===== src/rtl/mux_scan_pkg.sv =====
// Shared types and constants for the mux scan sequencer.
// Optional feature macro: SCAN_PARITY_EN (adds word_parity).
package mux_scan_pkg;

  localparam int NUM_CHANNELS = 4;
  localparam int ADDR_W       = 2;
  localparam int SETTLE_W     = 4;

  typedef enum logic [1:0] {
    IDLE   = 2'd0,
    SETTLE = 2'd1,
    SAMPLE = 2'd2,
    HOLD   = 2'd3
  } state_t;

  // Even-parity helper used for the registered word_parity output.
  function automatic logic word_parity_of(input logic [NUM_CHANNELS-1:0] w);
    return ^w;
  endfunction

endpackage


===== src/rtl/mux_scan_sequencer_if.sv =====
// Result-word handshake bundle of the mux scan sequencer.
// Valid/ready rule: the producer raises word_valid with a stable word and
// holds both until a rising edge where word_valid & word_ready are both high;
// that edge transfers the word. word_ready while word_valid is low is ignored.
// Optional feature macro: SCAN_PARITY_EN (adds word_parity to the bundle).
interface mux_scan_sequencer_if;
  import mux_scan_pkg::*;

  logic [NUM_CHANNELS-1:0] word;
  logic                    word_valid;
  logic                    word_ready;
`ifdef SCAN_PARITY_EN
  logic                    word_parity;

  modport master (output word, output word_valid, output word_parity, input word_ready);
  modport slave  (input word, input word_valid, input word_parity, output word_ready);
`else
  modport master (output word, output word_valid, input word_ready);
  modport slave  (input word, input word_valid, output word_ready);
`endif

endinterface


===== src/rtl/mux_scan_sequencer_settle_timer.sv =====
// Loadable settle down-counter. Loaded with SETTLE_CYCLES when a channel is
// entered; done is high on the last settle cycle (count == 1), so the
// sequencer spends exactly SETTLE_CYCLES cycles in SETTLE.
module scan_settle_timer
  import mux_scan_pkg::*;
#(
  parameter int unsigned SETTLE_CYCLES = 2
) (
  input  logic clk,
  input  logic reset_n,
  input  logic load,
  input  logic en,
  output logic done
);

  logic [SETTLE_W-1:0] count;

  // Reload on channel entry, otherwise count down while settling.
  always_ff @(posedge clk or negedge reset_n) begin
    if (!reset_n) begin
      count <= '0;
    end else if (load) begin
      count <= SETTLE_W'(SETTLE_CYCLES);
    end else if (en && (count != '0)) begin
      count <= count - 1'b1;
    end
  end

  assign done = (count == SETTLE_W'(1));

endmodule


===== src/rtl/mux_scan_sequencer.sv =====
// Mux scan sequencer: steps the 4:1 mux select through channels 0..3,
// settles SETTLE_CYCLES (legal 1..15) on each, samples mux_out, and offers
// the four samples as one word over the valid/ready bundle.
// Optional feature macro: SCAN_PARITY_EN (registered XOR of the word bits).
module mux_scan_sequencer
  import mux_scan_pkg::*;
#(
  parameter int unsigned SETTLE_CYCLES = 2
) (
  input  logic                 clk,
  input  logic                 reset_n,
  input  logic                 start,
  input  logic                 mux_out,
  output logic                 address0,
  output logic                 address1,
  output logic                 busy,
  output state_t               state,
  mux_scan_sequencer_if.master bus
);

  state_t              state_next;
  logic [ADDR_W-1:0]   ch;
  logic [ADDR_W-1:0]   ch_next;
  logic [NUM_CHANNELS-1:0] shadow;
  logic                load;
  logic                done;
  logic                scanning_next;
  logic                last_ch;

  scan_settle_timer #(
    .SETTLE_CYCLES(SETTLE_CYCLES)
  ) u_timer (
    .clk     (clk),
    .reset_n (reset_n),
    .load    (load),
    .en      (state == SETTLE),
    .done    (done)
  );

  assign last_ch       = (ch == ADDR_W'(NUM_CHANNELS - 1));
  assign scanning_next = (state_next == SETTLE) || (state_next == SAMPLE);

  // Next-state, channel advance and timer reload decisions.
  always_comb begin
    state_next = state;
    ch_next    = ch;
    load       = 1'b0;
    case (state)
      IDLE: begin
        if (start) begin
          state_next = SETTLE;
          ch_next    = '0;
          load       = 1'b1;
        end
      end
      SETTLE: begin
        if (done) state_next = SAMPLE;
      end
      SAMPLE: begin
        if (!last_ch) begin
          state_next = SETTLE;
          ch_next    = ch + 1'b1;
          load       = 1'b1;
        end else begin
          state_next = HOLD;
        end
      end
      HOLD: begin
        if (bus.word_valid && bus.word_ready) begin
          if (start) begin
            state_next = SETTLE;
            ch_next    = '0;
            load       = 1'b1;
          end else begin
            state_next = IDLE;
          end
        end
      end
      default: state_next = IDLE;
    endcase
  end

  // State, channel and registered select/busy outputs (glitch-free address).
  always_ff @(posedge clk or negedge reset_n) begin
    if (!reset_n) begin
      state                <= IDLE;
      ch                   <= '0;
      {address1, address0} <= '0;
      busy                 <= 1'b0;
    end else begin
      state                <= state_next;
      ch                   <= ch_next;
      {address1, address0} <= scanning_next ? ch_next : '0;
      busy                 <= scanning_next;
    end
  end

  // Per-channel sample capture, result word and handshake flag.
  always_ff @(posedge clk or negedge reset_n) begin
    if (!reset_n) begin
      shadow         <= '0;
      bus.word       <= '0;
      bus.word_valid <= 1'b0;
`ifdef SCAN_PARITY_EN
      bus.word_parity <= 1'b0;
`endif
    end else if (state == SAMPLE) begin
      shadow[ch] <= mux_out;
      if (last_ch) begin
        bus.word       <= {mux_out, shadow[2:0]};
        bus.word_valid <= 1'b1;
`ifdef SCAN_PARITY_EN
        bus.word_parity <= word_parity_of({mux_out, shadow[2:0]});
`endif
      end
    end else if ((state == HOLD) && bus.word_valid && bus.word_ready) begin
      bus.word_valid <= 1'b0;
    end
  end

endmodule


===== src/flat_wrapper.sv =====
// flat-port wrapper written by rule: the top's interface ports become plain ports
module mux_scan_sequencer_flat import mux_scan_pkg::*;
#(
  parameter int unsigned SETTLE_CYCLES = 2
)
  (clk, reset_n, start, mux_out, address0, address1, busy, state, bus_word, bus_word_valid, bus_word_ready);
  mux_scan_sequencer_if bus_i ();
  input  logic clk;
  input  logic reset_n;
  input  logic start;
  input  logic mux_out;
  output logic address0;
  output logic address1;
  output logic busy;
  output state_t state;
  output wire logic [$bits(bus_i.word)-1:0] bus_word;
  output wire logic [$bits(bus_i.word_valid)-1:0] bus_word_valid;
  input wire logic [$bits(bus_i.word_ready)-1:0] bus_word_ready;
  assign bus_word = bus_i.word;
  assign bus_word_valid = bus_i.word_valid;
  assign bus_i.word_ready = bus_word_ready;
  mux_scan_sequencer #(.SETTLE_CYCLES(SETTLE_CYCLES)) u_core (.clk(clk), .reset_n(reset_n), .start(start), .mux_out(mux_out), .address0(address0), .address1(address1), .busy(busy), .state(state), .bus(bus_i));
endmodule

===== config.mk =====
export PLATFORM = sky130hd
export DESIGN_NAME = mux_scan_sequencer_flat
export DESIGN_NICKNAME = d
export VERILOG_FILES = /design/src/rtl/mux_scan_pkg.sv /design/src/rtl/mux_scan_sequencer_if.sv /design/src/rtl/mux_scan_sequencer_settle_timer.sv /design/src/rtl/mux_scan_sequencer.sv /design/src/flat_wrapper.sv
export SDC_FILE = /design/constraint.sdc
export NUM_CORES = 1
export LEC_CHECK = 0
export BUFFER_PORTS_ARGS = -buffer_cell sky130_fd_sc_hd__buf_2
export CORE_AREA = 2 2 46 48
export DETAILED_ROUTE_END_ITERATION = 8
export DIE_AREA = 0 0 48 50
export PLACE_DENSITY_LB_ADDON = 0.3
export RECOVER_POWER = 100
export SETUP_SLACK_MARGIN = 0.05
export SLEW_MARGIN = 25
export SYNTH_ARGS = -nofsm -noshare
export SYNTH_HDL_FRONTEND = slang
export SYNTH_HIERARCHICAL = 1
export SYNTH_SLANG_ARGS = --single-unit

===== constraint.sdc =====
create_clock -name clk -period 1.9 [get_ports clk]
set_input_delay 0.095 -clock clk [delete_from_list [all_inputs] [get_ports clk]]
set_output_delay 0.095 -clock clk [all_outputs]
set_load 0.05 [all_outputs]

==> impl_metrics.toml <==
[clock_network]
clk_pin_slew_ns = 0.10
htree_levels = 1
cts_root_buf = "clkbuf_4"
postCtsSetupBuffers = 0
clkSinkCount = 19
cts_made_buffers = 3
cts_tree = "done"
clkLatencyLatePin_ns = 0.29
clock_path_buffers = 2

[critical_path]
rrSetupSlack_ns = 0.18
r2r-start = "u_core/state[1]"
end_kind = "register"
r2r_end = "u_core/address0"
required_ns = 2.08
worstPathMaxFanout = 11
r2r_cells = 4
arrival_ns = 1.90
worstSetupPathType = "reg -> reg"
startpoint_type = "register"

[routing]
post-route-drc-count = 0
via_count = 650
post_drt_wl_per_cell_um = 13.30
drt_wl_total_um = 1702
drt-vias-per-instance = 5.078
detail-route-antenna-nets = 0
drtPass1Iterations = 5
drt_iter0_drc = 16

[synthesis]
ys_seq_area_share_pct = 50.60
yosysUniqueCellTypes = 31
synth_area_per_cell_um2 = 11.46
synth_top_area_cell = "dfrtp_1"
synth_enable_flop_cells = 0
netlist_instances = 82
syn-num-nets = 90
synth_ff_type = "dfrtp_1"
synth_area_um2 = 939.7
synth.area.top_cells = "dfrtp_1, mux2_2, ha_1"
synth_top_area_share_pct = 50.60
async_flop_share_pct = 100.0
ys_seq_elements = 19
yosys_warnings = 6

[hold_path]
hold_class = "in -> reg"
holdPathStages = 2
hold_start = "mux_out"
min_to = "u_core/shadow[2]"

[layout]
nNetsFinal = 110
mostFrequentLayoutCells = "dfrtp_1, clkbuf_1, mux2_2"
fillers = 180
diodes = 0
final_util_pct = 55.59
final_layout_size_suffix_gt1_share_pct = 23.76
final_cell_area_um2 = 1057
final_common_cell = "dfrtp_1"
area_delta_synth_final_pct = 12.52
stdcell_count = 128

[die]
die_h_um = 50
die_w_um = 48
start_util_pct = 49.41
pin_count = 15
dieArea_um2 = 2400
core_area_um2 = 1902
num_rows = 16

[power_and_ir_drop]
ir_drop_uv = 713.3
power_w = 0.001787
power.density_nw_per_um2 = 1690
leakagePower_nw = 0.5001

[outcome]
status = "complete, no violations"

[timing]
period_share_pct = 90.61
fin_setup_tns_ns = 0
maxSlewViolCount = 0
finalHoldViolCount = 0
finalClockSkew_ns = 0.002688
tightest_slew_ns = 0.9940
rsz0062_at_grt = "false"
setup_viol = 0
finalCriticalPeriod_ns = 1.722
fmax_ghz = 0.5808
slew_headroom_pct = 33.73

[global_routing]
antenna_found_initial = 0
grt_pass1_vias = 621
use_met1_pct = 23.38
grt_usage_pct = 16.57
grt_max_degree = 20
global_route.usage.met3_pct = 5.861
grt_pass1_wl_um = 2787
grt.overflow.total = 0
met2_usage_pct = 22.44
grt.busiest_layer = "met1"

[place]
gp_congestion = 0.7475
dp.cells = 123
port_buffers = 14
post_dp_cell_area_um2 = 1045
dp_hpwl_um = 1237

[flow_run]
drv_cap = 0
## worst max path at each step
| stage | start | to | slack, ns | depth (start not counted) |
|---|---|---|---|---|
| CTS | u_core/u_timer/count[1] | u_core/address0 | 0.14 | 7 |
| global route | u_core/state[0] | u_core/u_timer/count[3] | 0.08 | 5 |
| global placement | u_core/u_timer/count[1] | u_core/address0 | 0.15 | 7 |
| finish | u_core/state[1] | u_core/address0 | 0.18 | 4 |
| floorplan | u_core/state[0] | u_core/u_timer/count[3] | 0.08 | 5 |
| detailed placement | u_core/u_timer/count[1] | u_core/address0 | 0.15 | 7 |
## what timing repair did
| action | in CTS | in global routing |
|---|---|---|
| hold buffers | 1 | 0 |
| resized for setup | 0 | 1 |
| setup endpoints to repair | 0 | 3 |
| endpoints found under the hold margin | 19 | 0 |
## through the flow
step / hold WS (ns) / setup slack (ns)
global placement: 0.04760 / 0.1479
CTS: 0.06948 / 0.1382
floorplan: -0.2006 / 0.07603
finish: 0.07990 / 0.1784
detailed placement: 0.05805 / 0.1463
global route: 0.07086 / 0.08012
## kinds of logic (layout without fill, tap and decap cells)
group | after synthesis | in the layout | synth area share (%)
AOI/OAI and AO/OA | 15 | 15 | 13.45
adders and majority gates | 3 | 3 | 3.995
DFF | 19 | 19 | 50.60
buffers and inverters | 7 | 26 | 3.595
and+or+nand+nor | 29 | 29 | 17.71
muxes | 9 | 9 | 10.65
## sequential cells by signal, summed over array words and instances, names as in the netlist
register / count
u_core/address0: 1
u_core/address1: 1
u_core/bus.word: 4
u_core/bus.word_valid: 1
u_core/busy: 1
u_core/ch: 2
u_core/shadow: 3
u_core/state: 2
u_core/u_timer/count: 4
## final cells by class
type                    count  area (µm²)  area share (%)
flip-flops and latches     19       476.7           45.09
multi-input cells          56       424.2           40.12
repair buffers             16       73.82           6.982
well taps                  27       33.78           3.195
clock buffers               4       26.28           2.485
inverters                   6       22.52           2.130
## Yosys cell counts (2+ instances only)
cell,number
a31o_2,2
dfrtp_1,19
ha_1,3
inv_1,6
mux2_2,8
nand2_1,7
nor2_1,8
nor2b_1,2
nor3b_1,2
o21ai_0,4
## power breakdown
group | switching, W | internal (W) | total, W
Clock | 0.000117 | 0.0000816 | 0.000198
Combinational | 0.000568 | 0.000309 | 0.000877
Sequential | 0.000150 | 0.000562 | 0.000712
## layer usage
| metal | wire, µm | share of wire (%) |
|---|---|---|
| met3 | 98 | 5.8 |
| met2 | 764 | 45 |
| met1 | 823 | 48 |
| met5 | 0 | 0 |
| met4 | 14 | 0.82 |
## critical path, stage by stage, from the launching register on
cell,delay (ns)
dfrtp_1,0.55
and2b_1,0.24
nand3_1,0.29
a32oi_1,0.46
nor2_1,0.07
Power figures use the tool's default switching activity.
